File: config.mk
export PLATFORM = sky130hd
export DESIGN_NAME = pico_irq_scheduler
export DESIGN_NICKNAME = d
export VERILOG_FILES = /design/src/rtl/pico_irq_scheduler.sv
export SDC_FILE = /design/constraint.sdc
export NUM_CORES = 1
export LEC_CHECK = 0
export ABC_AREA = 0
export BUFFER_PORTS_ARGS = -buffer_cell sky130_fd_sc_hd__buf_2
export CAP_MARGIN = 40
export CELL_PAD_IN_SITES_DETAIL_PLACEMENT = 1
export CELL_PAD_IN_SITES_GLOBAL_PLACEMENT = 2
export CORE_ASPECT_RATIO = 0.7
export CORE_MARGIN = 10
export CORE_UTILIZATION = 39
export CTS_CLUSTER_SIZE = 20
export DETAILED_ROUTE_END_ITERATION = 10
export PLACE_DENSITY_LB_ADDON = 0.1
export REMOVE_ABC_BUFFERS = 1
export SYNTH_ARGS = -nofsm -noshare
export SYNTH_HDL_FRONTEND = slang
export SYNTH_SLANG_ARGS = --single-unit
File: constraint.sdc
create_clock -name clk -period 6.4 [get_ports clk]
set_clock_uncertainty 0.1 [all_clocks]
set_input_delay 0.64 -clock clk [delete_from_list [all_inputs] [get_ports clk]]
set_output_delay 0.64 -clock clk [all_outputs]
set_load 0.005 [all_outputs]
File: src/rtl/pico_irq_scheduler.sv
// Round-robin scheduler that funnels N event sources onto the PicoBlaze interrupt line,
// with 1-deep holding slots per source and a registered in_port read mux.
module pico_irq_scheduler #(
    parameter int unsigned N_SRC     = 4,
    parameter int unsigned DW        = 8,
    parameter int unsigned TIMEOUT   = 4096,
    parameter logic [7:0]  BASE_PORT = 8'h00
) (
    input  logic                  clk,
    input  logic                  reset,
    input  logic [N_SRC-1:0]      src_strobe,
    input  logic [N_SRC*DW-1:0]   src_data,
    output logic                  interrupt,
    input  logic                  interrupt_ack,
    input  logic [7:0]            port_id,
    input  logic                  read_strobe,
    input  logic                  write_strobe,
    input  logic [7:0]            out_port,
    output logic [7:0]            in_port,
    output logic [N_SRC-1:0]      overflow
);

    localparam int unsigned ID_W  = $clog2(N_SRC);
    localparam int unsigned CNT_W = $clog2(TIMEOUT + 1);

    localparam logic [7:0] P_DATA    = BASE_PORT;
    localparam logic [7:0] P_SRC_ID  = BASE_PORT + 8'd1;
    localparam logic [7:0] P_PENDING = BASE_PORT + 8'd2;
    localparam logic [7:0] P_STATUS  = BASE_PORT + 8'd3;
    localparam logic [7:0] P_CLR     = BASE_PORT + 8'd4;

    typedef enum logic [1:0] {IDLE, GRANT, WAIT_ACK, SERVICE} state_t;

    state_t            state, state_next;
    logic [1:0]        rst_q;
    logic              rst_i;
    logic [N_SRC-1:0]  strobe_q;
    logic [N_SRC-1:0]  rise;
    logic [N_SRC-1:0]  slot_full;
    logic [DW-1:0]     slot_data [N_SRC];
    logic [N_SRC-1:0]  granted;
    logic [ID_W-1:0]   rr;
    logic [ID_W-1:0]   cur_id;
    logic [DW-1:0]     cur_data;
    logic [CNT_W-1:0]  cnt;
    logic              timeout_flag;
    logic              pick_found;
    logic [ID_W-1:0]   pick_id;
    logic              data_rd;
    logic              retire;
    logic              timed_out;
    logic [N_SRC-1:0]  ovf_set;
    logic [N_SRC-1:0]  ovf_clr;
    logic              tf_clr;
    logic [7:0]        pend;
    logic [7:0]        rd_mux;
    logic              unused_bits;

    assign unused_bits = ^out_port;

    function automatic logic [ID_W-1:0] wrap_add(input logic [ID_W-1:0] a, input int unsigned k);
        int unsigned s;
        s = 32'(a) + k;
        if (s >= N_SRC) s = s - N_SRC;
        return ID_W'(s);
    endfunction

    // Reset asserts asynchronously, releases on a clock edge two cycles later.
    always_ff @(posedge clk or posedge reset) begin
        if (reset) rst_q <= 2'b11;
        else       rst_q <= {rst_q[0], 1'b0};
    end
    assign rst_i = rst_q[1];

    assign rise    = src_strobe & ~strobe_q;
    assign data_rd = read_strobe && (port_id == P_DATA);
    assign tf_clr  = write_strobe && (port_id == P_CLR) && out_port[7];
    assign ovf_clr = (write_strobe && (port_id == P_CLR)) ? out_port[N_SRC-1:0] : '0;
    assign ovf_set = rise & (slot_full | granted);

    always_comb begin
        granted = '0;
        if (state != IDLE) granted[cur_id] = 1'b1;
    end

    // First full slot at or after the round-robin pointer.
    always_comb begin
        pick_found = 1'b0;
        pick_id    = '0;
        for (int unsigned k = 0; k < N_SRC; k++) begin
            if (!pick_found && slot_full[wrap_add(rr, k)]) begin
                pick_found = 1'b1;
                pick_id    = wrap_add(rr, k);
            end
        end
    end

    always_ff @(posedge clk or posedge rst_i) begin
        if (rst_i) state <= IDLE;
        else       state <= state_next;
    end

    always_comb begin
        state_next = state;
        retire     = 1'b0;
        timed_out  = 1'b0;
        case (state)
            IDLE:     if (pick_found) state_next = GRANT;
            GRANT:    state_next = WAIT_ACK;
            WAIT_ACK: if (interrupt_ack) state_next = SERVICE;
            SERVICE: begin
                if (data_rd) begin
                    retire     = 1'b1;
                    state_next = IDLE;
                end else if (cnt == CNT_W'(TIMEOUT - 1)) begin
                    retire     = 1'b1;
                    timed_out  = 1'b1;
                    state_next = IDLE;
                end
            end
            default:  state_next = IDLE;
        endcase
    end

    always_comb begin
        pend             = '0;
        pend[N_SRC-1:0]  = slot_full;
        rd_mux           = 8'h00;
        if      (port_id == P_DATA)    rd_mux = 8'(cur_data);
        else if (port_id == P_SRC_ID)  rd_mux = 8'(cur_id);
        else if (port_id == P_PENDING) rd_mux = pend;
        else if (port_id == P_STATUS)  rd_mux = {6'b0, state == SERVICE, timeout_flag};
    end

    // Slot capture, grant latching, retirement and processor-visible registers.
    always_ff @(posedge clk or posedge rst_i) begin
        if (rst_i) begin
            strobe_q     <= '0;
            slot_full    <= '0;
            for (int i = 0; i < N_SRC; i++) slot_data[i] <= '0;
            rr           <= '0;
            cur_id       <= '0;
            cur_data     <= '0;
            cnt          <= '0;
            timeout_flag <= 1'b0;
            overflow     <= '0;
            interrupt    <= 1'b0;
            in_port      <= 8'h00;
        end else begin
            strobe_q <= src_strobe;
            for (int i = 0; i < N_SRC; i++) begin
                if (rise[i] && !granted[i]) begin
                    slot_data[i] <= src_data[i*DW +: DW];
                    slot_full[i] <= 1'b1;
                end
            end
            if (retire) begin
                slot_full[cur_id] <= 1'b0;
                rr                <= wrap_add(cur_id, 1);
            end
            if (state == IDLE && pick_found) begin
                cur_id   <= pick_id;
                cur_data <= slot_data[pick_id];
            end
            if (state == WAIT_ACK)     cnt <= '0;
            else if (state == SERVICE) cnt <= cnt + CNT_W'(1);
            if (timed_out)   timeout_flag <= 1'b1;
            else if (tf_clr) timeout_flag <= 1'b0;
            overflow  <= (overflow & ~ovf_clr) | ovf_set;
            interrupt <= (state_next == WAIT_ACK);
            in_port   <= rd_mux;
        end
    end

endmodule

Yosys cells after proc, flatten, opt, wreduce, memory -nomap -nowiden:

Cells that the tools add are included.

* word-level logic and storage cells: 132
* bits of input ports: 57
* bits in registers: 83
* output and inout port bits: 13

* order comparisons: 12
* eq/ne operators: 9
* multiplexer cells: 51
* add/sub/neg operators: 10
* bitwise gates (word level): 10
* reduce and logical (&&, ||, !) cells: 24

Operators by type and width (count)
* two-way mux 2 bit: 14
* two-way mux 13 bit: 2
* two-way mux 8 bit: 3
* two-way mux 1 bit: 20
* two-way mux 4 bit: 5
* AND 4 bit: 4
* binary-select mux 8 bit (select 2 bit): 1
* equality test 8 x 2 -> 1 bit, second input constant: 2
* greater-or-equal comparator 3 bit, second input constant: 5
* less-than comparator 2 x 3 -> 1 bit, second input constant: 5
* adder 13 x 1 -> 13 bit, second input constant: 1
* equality test 13 x 12 -> 1 bit, second input constant: 1
* logical AND 1 bit: 12
* NOT 4 bit: 3
* subtractor 2 x 1 -> 2 bit, second input constant: 5
* binary-select mux 1 bit (select 2 bit): 4
* equality test 8 x 1 -> 1 bit, second input constant: 1
* equality test 8 x 3 -> 1 bit, second input constant: 1
* zero test 8 bit: 1
* bitwise OR 4 bit: 2
* case mux 2 bit (4 select lines): 1
* zero test 1 bit: 7
* adder 2 x 1 -> 3 bit, second input constant: 2
* adder 2 x 2 -> 3 bit, second input constant: 2
* 8 further kinds: 12

Longest topological paths before layout:

Gate-level depths: netlist of the first run.

* depth in word-level cells: 18
* gate-level depth with buffers: 7

Worst setup path after synthesis of the first run:

Ideal clock, no wire load.

* path type: input-to-reg
* from: input port port_id[3]
* to: register rr[1]
* slack: 4.053 ns
* buffers on the path: 0
* arrival time: 2.122 ns
* setup time: 0.125 ns
* cell stages on the path: 5
* data required time: 6.175 ns
* cell sequence: or4_4 > nor4b_4 > nand2_2 > a21oi_4 > mux2_4

* longest elaborated chain between the ends: 4

RTL lines
* from (decl): line 15 `input logic [7:0] port_id,`
* zero test 8 bit: line 76 `assign data_rd = read_strobe && (port_id == P_DATA);`
* logical AND 1 bit: line 76
* two-way mux 1 bit: line 112 `if (data_rd) begin`
* two-way mux 1 bit: line 107 `case (state)`
* to (signal assigned): line 159 `rr <= wrap_add(cur_id, 1);`
* to (decl): line 42 `logic [ID_W-1:0] rr;`

Every way passes these cells.
A chain may end at the register's enable or synchronous reset.

Final worst setup path of the first run:

Same ends and word-level chain as after synthesis.

==> metrics.md, run 1 <==
| Metric | Value |
|---|---|
| Status | `complete, no violations` |
| Setup-failing EPs final | `0` |
| # nets final | `roughly 430` |
| Number of clock sinks | `a little over 80` |
| Clock tree from TritonCTS | `yes` |
| Routed WL per cell | `roughly 19 um` |
| Initial antenna violation count | `0` |
| Crit path DAT | `around 2.5 ns` |
| Post-CTS Setup Bufs | `0` |
| CP max stage cell | `or4_4` |
| CP Class | `input pin to register` |
| FF+latch area | `2080 sq um` |
| Mapped Cells | `approximately 300` |
| Sequential area share after synthesis | `56.7%` |
| Multi-input gate area | `roughly 1500 sq um` |
| Seq cells post-synth | `83` |
| IO Count | `70` |
| Layout cells sized above 1 | `between 30% and 40%` |
| Yosys warning count | `0` |
| Synth unique cells | `42` |
| Core area | `roughly 9100 sq um` |
| Slew HR | `roughly 50%` |
| Internal power | `1.10 mW` |
| Worst R2R End | `cur_data[0]$_DFFE_PP0P_` |
| Power, Total | `between 1 and 1.5 mW` |
| FMAX | `~430 MHz` |
| Vias | `~2.6k` |
| Gr ovfl total | `0` |
| Maximum fanout along the worst path | `7` |
| Area Overhead vs Synth | `24.2%` |
| TritonCTS buffer count | `9` |
| Worst Tran Pin Value | `0.749 ns` |
| Sequential group share of total power | `between 40% and 50%` |
| Clock network latency to the later pin of the worst-skew pair | `roughly 0.34 ns` |
| Final hold viol count | `0` |
| P_sw | `about 0.32 mW` |
| CP max stage delay | `between 0.5 and 0.6 ns` |
| Final Max Tran Viols | `0` |
| Vias per inst | `between 5 and 6` |
| Starting Density | `40.3%` |
| Post-Route Setup TNS | `0 ns` |
| Max VDD drop | `between 150 and 200 uV` |
| Pwr dens | `312 nW/um^2` |
| Clock Root Buffer | `clkbuf_16` |
| Max cap viols | `0` |
| Largest net degree at the start of global routing | `slightly below 50` |
| Top FF cell, synth | `dfrtp_1` |
| Fillers | `around 980` |
| Hold Path Class | `input pin to asynchronous set/reset pin` |
| Post-synth EDFFs | `0` |
| Combinational power share | `roughly a tenth` |
| Final period utilization | `between 30% and 40%` |
| Final Wtd Congestion | `slightly below 0.8` |
| Routed Antenna Nets | `0` |
| Tot GR Track Use | `approximately 14%` |
| Crit path capture type | `register` |
| # H-tree levels | `3` |
| Sw Share | `around 22%` |
| Die height | `roughly 100 um` |
| Die X | `~140 um` |
| DRT iter0 DRCs | `170` |
| Site Rows | `29` |
| Critical path launch point type | `input pin` |
| Most common cell after layout, fill and taps aside | `dfrtp_1` |
| CP required | `~6.5 ns` |
| First-pass GRT wire length | `15,000 um` |
| Diode count | `0` |
| Async set-reset flop share out of synthesis | `100%` |
| DRC violation count after routing | `0` |
| Post-DP HPWL | `6840 um` |
| R2R Setup Slk | `~4.3 ns` |
| Tmin final | `about 2.3 ns` |
| PortBufs | `66` |
| Clock Pin Slew Worst Setup and Hold Paths | `roughly 0.06 ns` |
| Max Buffers Root-to-Sink | `2` |
| Vias in the first global route | `around 2.8k` |
| Most frequent cells in the layout | `dfrtp_1 (81), buf_2 (67), mux2_2 (32)` |
| Mean Syn Cell Area | `around 12 sq um` |
| P_leak | `a little over 2 nW` |
| Mapped Area | `roughly 3700 sq um` |
| CTS hold repair buffers | `0` |
| Full die area | `13,700 sq um` |
| Clk pwr share | `between 40% and 50%` |
| Routed wire length | `between 9000 and 10,000 um` |
| Worst r2r src | `slot_full[0]$_DFF_PP0_` |
| 1st-pass router iterations | `4` |
| Post-CTS sizing | `0` |
| R2R depth | `6` |
| Crit-path cells | `buf_2 -> or4_4 -> nor4b_4 -> nand2_2 -> a21oi_4 -> mux2_4` |
| Unrepaired setup endpoints after global routing | `no` |
-- power by group through the flow --
stage / Sequential, mW / Clock (mW) / Combinational (mW)
after floorplan: 0.604 / 0 / 0.0959
after global placement: 0.613 / 0 / 0.138
after detailed placement: 0.615 / 0 / 0.145
after CTS: 0.606 / 0.687 / 0.146
after global routing: 0.613 / 0.714 / 0.164
final: 0.607 / 0.672 / 0.143
-- cell usage after synthesis, types with 7 or more instances --
master     n  area, sq um
mux2i_1   20          200
nand2_1   22         82.6
o221ai_1   8         70.1
inv_1     12         45.0
o21ai_0    9         45.0
a21oi_1   11         55.1
dfrtp_1   81         2030
clkbuf_1   7         26.3
mux2_2    32          360
nor2_1    11         41.3
-- flip-flops by register name (all words and copies together) (netlist names) --
signal and cells:
strobe_q 4, slot_full 4, rr 2, state 2, slot_data 32, in_port 8
timeout_flag 1, overflow 4, rst_q 2, cur_data 8, cnt 13, cur_id 2
interrupt 1
-- cell type report --
type | instances | area share, %
inverters | 12 | 1.02
well taps | 124 | 3.41
clock inverters | 7 | 3.60
multi-input cells | 190 | 32.9
flip-flops and latches | 83 | 45.7
clock buffers | 9 | 4.95
repair buffers | 71 | 8.47
-- stage by stage --
stage | instances | hold WS, ns | utilization (%) | setup slack, ns | cell area, sq um
2_1_floorplan | 285 | 0.245 | - | 3.86 | 3610
3_3_place_gp | 478 | 0.247 | 45.3 | 3.70 | 4130
3_5_place_dp | 480 | 0.250 | 45.7 | 3.68 | 4160
4_1_cts | 496 | 0.201 | 50.0 | 4.03 | 4550
5_1_grt | 496 | 0.207 | 50.0 | 3.94 | 4550
6_report | 496 | 0.207 | 50.0 | 4.05 | 4550
-- worst max-delay path, delay by kind of cell --
kind | cells | cell delay [ns]
buffers and inverters | 1 | 0.10
AOI/OAI and AO/OA | 1 | 0.29
muxes | 1 | 0.33
and+or+nand+nor | 3 | 1.12
-- how the worst max path moves through the flow --
stage | slack, ns | start | depth (start not counted) | endpoint
floorplan | 3.86 | slot_full[2]$_DFF_PP0_ | 5 | cur_data[0]$_DFFE_PP0P_
global placement | 3.70 | port_id[3] | 6 | rr[1]$_DFFE_PP0N_
detailed placement | 3.68 | port_id[3] | 6 | rr[1]$_DFFE_PP0N_
CTS | 4.03 | port_id[3] | 6 | rr[1]$_DFFE_PP0N_
global route | 3.94 | port_id[3] | 6 | rr[1]$_DFFE_PP0N_
finish | 4.05 | port_id[3] | 6 | rr[1]$_DFFE_PP0N_
-- metal layers --
layer	global-route usage (%)	part of all wire, %
met1	19.7	51
met2	19.4	42
met3	5.13	5.6
met4	4.41	1.4
met5	0	0
-- cells by family after synthesis --
logic type,Yosys count,share of synthesized area (%)
compound gates,50,9.62
other cells,1,0.102
flops,83,56.7
buf+inv,25,2.83
fa+ha+maj,5,1.71
simple gates,74,10.9
mux,55,16.9
xor+xnor,5,1.19
No activity file was read; power rests on OpenSTA's default activity.
==> run 2: changes to the inputs <==
- CORE_UTILIZATION: 39 -> 36
- clock period: 6.4 -> 2.3 ns (I/O delays scaled with it)
==> metrics.md, run 2 (synthesis gave the netlist of run 1 again) <==
| Metric | Value |
|---|---|
| Post-DP HPWL | `6850 um (about the same)` |
| Vias per inst | `5.04 (-2.2%)` |
| First-pass GRT wire length | `15,100 um (+0.60%)` |
| # H-tree levels | `3 (unchanged)` |
| Area Overhead vs Synth | `25.2%` |
| DRT iter0 DRCs | `123 (-28%)` |
| FMAX | `between 500 and 600 MHz` |
| Hold Path Class | `input pin to register` |
| DRC violation count after routing | `0 (unchanged)` |
| Gr ovfl total | `0 (unchanged)` |
| Largest net degree at the start of global routing | `68 (+39%)` |
| Top flop regs | `slot_data: 32 flops, cnt: 13 flops` |
| Max reg flops | `32 (unchanged)` |
| TritonCTS buffer count | `9 (unchanged)` |
| Crit path DAT | `2.09 ns (-0.39 ns)` |
| R2R Setup Slk | `0.31 ns (-4.02 ns)` |
| Critical path launch point type | `register` |
| Full die area | `14,700 sq um (+6.9%)` |
| Clock Root Buffer | `clkbuf_16` |
| Pwr dens | `797 nW/um^2 (+160%)` |
| CP required | `2.40 ns (-4.13 ns)` |
| Routed Antenna Nets | `0 (unchanged)` |
| Number of clock sinks | `83 (unchanged)` |
| Inst Count DP | `490 (+2.1%)` |
| Site Rows | `30 (+3.4%)` |
| Power, Total | `3.66 mW (+160%)` |
| Worst R2R End | `cur_data[0]$_DFFE_PP0P_` |
| Hold depth | `2` |
| Die X | `141 um (+3.5%)` |
| Clock tree from TritonCTS | `yes` |
| Cell Count, Final, Fillers Out | `511 (+3.0%)` |
| Multi-input gate area | `1500 sq um (unchanged)` |
| Vias | `2,576 (+0.78%)` |
| Max cap viols | `0 (unchanged)` |
| Initial antenna violation count | `0 (unchanged)` |
| Post-CTS Setup Bufs | `0 (unchanged)` |
| CTS hold repair buffers | `5 (+5)` |
| Post-Route Setup TNS | `0 ns (unchanged)` |
| Routed WL per cell | `18.1 um (-3.0%)` |
| Final Max Tran Viols | `0 (unchanged)` |
| Post-CTS sizing | `0 (unchanged)` |
| Fillers | `1,050 (+7.0%)` |
| 1st-pass router iterations | `4 (unchanged)` |
| Final period utilization | `86.5%` |
| Min-delay src | `src_data[5]` |
| Vias in the first global route | `2,841 (+0.57%)` |
| Starting Density | `37.4% (-2.8 points)` |
| CP max stage cell | `dfrtp_1` |
| Tmin final | `just under 2 ns` |
| CP Class | `register to register` |
| Worst r2r src | `slot_full[0]$_DFF_PP0_` |
| Most common cell after layout, fill and taps aside | `dfrtp_1` |
| Diode count | `0 (unchanged)` |
| Routed wire length | `9250 um (about the same)` |
| Most frequent cells in the layout | `dfrtp_1 (81), buf_2 (66), mux2_2 (32)` |
| Hold Path Sink | `slot_data[29]$_DFFE_PP0P_` |
| R2R depth | `6 (unchanged)` |
| Unrepaired setup endpoints after global routing | `no` |
| Maximum fanout along the worst path | `17 (+10)` |
| Die height | `104 um (+3.3%)` |
| FF+latch area | `2080 sq um (unchanged)` |
| Clock network latency to the later pin of the worst-skew pair | `0.34 ns (about the same)` |
| Crit-path cells | `inv_1 -> o221a_2 -> o22ai_2 -> buf_12 -> mux2i_1 -> o221ai_1` |
| Final Wtd Congestion | `0.773 (-0.58%)` |
| Top reg by flops | `slot_data` |
| Final core utilization | `46.9% (-3.1 points)` |
| Max VDD drop | `468 uV (+160%)` |
| Tot GR Track Use | `12.9% (-1.1 points)` |
| Final hold viol count | `0 (unchanged)` |
| IO Count | `70 (unchanged)` |
| Max Buffers Root-to-Sink | `2 (unchanged)` |
| Layout cells sized above 1 | `36.0% (about the same)` |
| Crit path capture type | `register` |
| # nets final | `440 (+2.6%)` |
| P_leak | `2.09 nW (+0.75%)` |
| Status | `complete, no violations` |
| Setup-failing EPs final | `0 (unchanged)` |
| Core area | `9800 sq um (+7.6%)` |
| PortBufs | `66 (unchanged)` |
| CP max stage delay | `0.49 ns (-0.07 ns)` |
| Clock Pin Slew Worst Setup and Hold Paths | `0.06 ns (about the same)` |
==> run 2: cell count changes in the layout (fill, tap and decap cells not counted), sizes merged <==
cell / previous run / this run
bufinv: 5 / 2
buf: 71 / 77
clkbuf: 9 / 12
dlygate4sd3: 0 / 5
==> run 2: worst max path at each step <==
| stage | to | cells past startpoint | startpoint |
|---|---|---|---|
| 6_report | cur_data[0]$_DFFE_PP0P_ | 6 | slot_full[0]$_DFF_PP0_ |
| 5_1_grt | cur_data[0]$_DFFE_PP0P_ | 6 | slot_full[0]$_DFF_PP0_ |
| 4_1_cts | cur_data[0]$_DFFE_PP0P_ | 6 | slot_full[0]$_DFF_PP0_ |
| 3_5_place_dp | rr[1]$_DFFE_PP0N_ | 6 | port_id[3] |
| 3_3_place_gp | rr[0]$_DFFE_PP0N_ | 7 | port_id[3] |
| 2_1_floorplan | cur_data[0]$_DFFE_PP0P_ | 5 | slot_full[2]$_DFF_PP0_ |
==> run 2: stage by stage <==
stage	area (sq um)	hold WS [ns]	setup slack, ns
final	4590	0.0181	0.311
after global routing	4590	0.00339	0.217
after CTS	4590	0.00937	0.323
after detailed placement	4220	0.0895	0.309
after global placement	4220	0.0858	0.320
after floorplan	3610	0.0415	-0.244
==> run 2: layout make-up <==
| class | count | share of cell area (%) |
|---|---|---|
| sequential | 83 | 45.3 |
| multi-input combinational | 190 | 32.6 |
| timing repair buffer | 82 | 10.6 |
| clock buffer | 12 | 5.37 |
| tap | 128 | 3.49 |
| clock inverter | 4 | 1.61 |
| inverter | 12 | 1.01 |
==> run 2: routing by layer <==
metal / wire, um / global-route usage, % / vias to the layer above
met3: 575 / 5.52 / 10
met2: 3680 / 16.9 / 65
li1: - / - / 1226
met1: 4920 / 18.7 / 1275
met5: 0 / 0 / -
met4: 73 / 3.09 / 0
==> run 2: power breakdown <==
| part | internal, mW | switching (mW) |
|---|---|---|
| registers | 1.59 | 0.0829 |
| clock network | 0.981 | 0.573 |
| logic | 0.211 | 0.217 |
| total | 2.79 | 0.874 |
==> run 2: critical path: cells and delay by family, from the launching register on <==
kind            cells  cell delay, ns
flops               1            0.49
mux                 1            0.38
compound gates      3            0.56
buf+inv             2            0.31
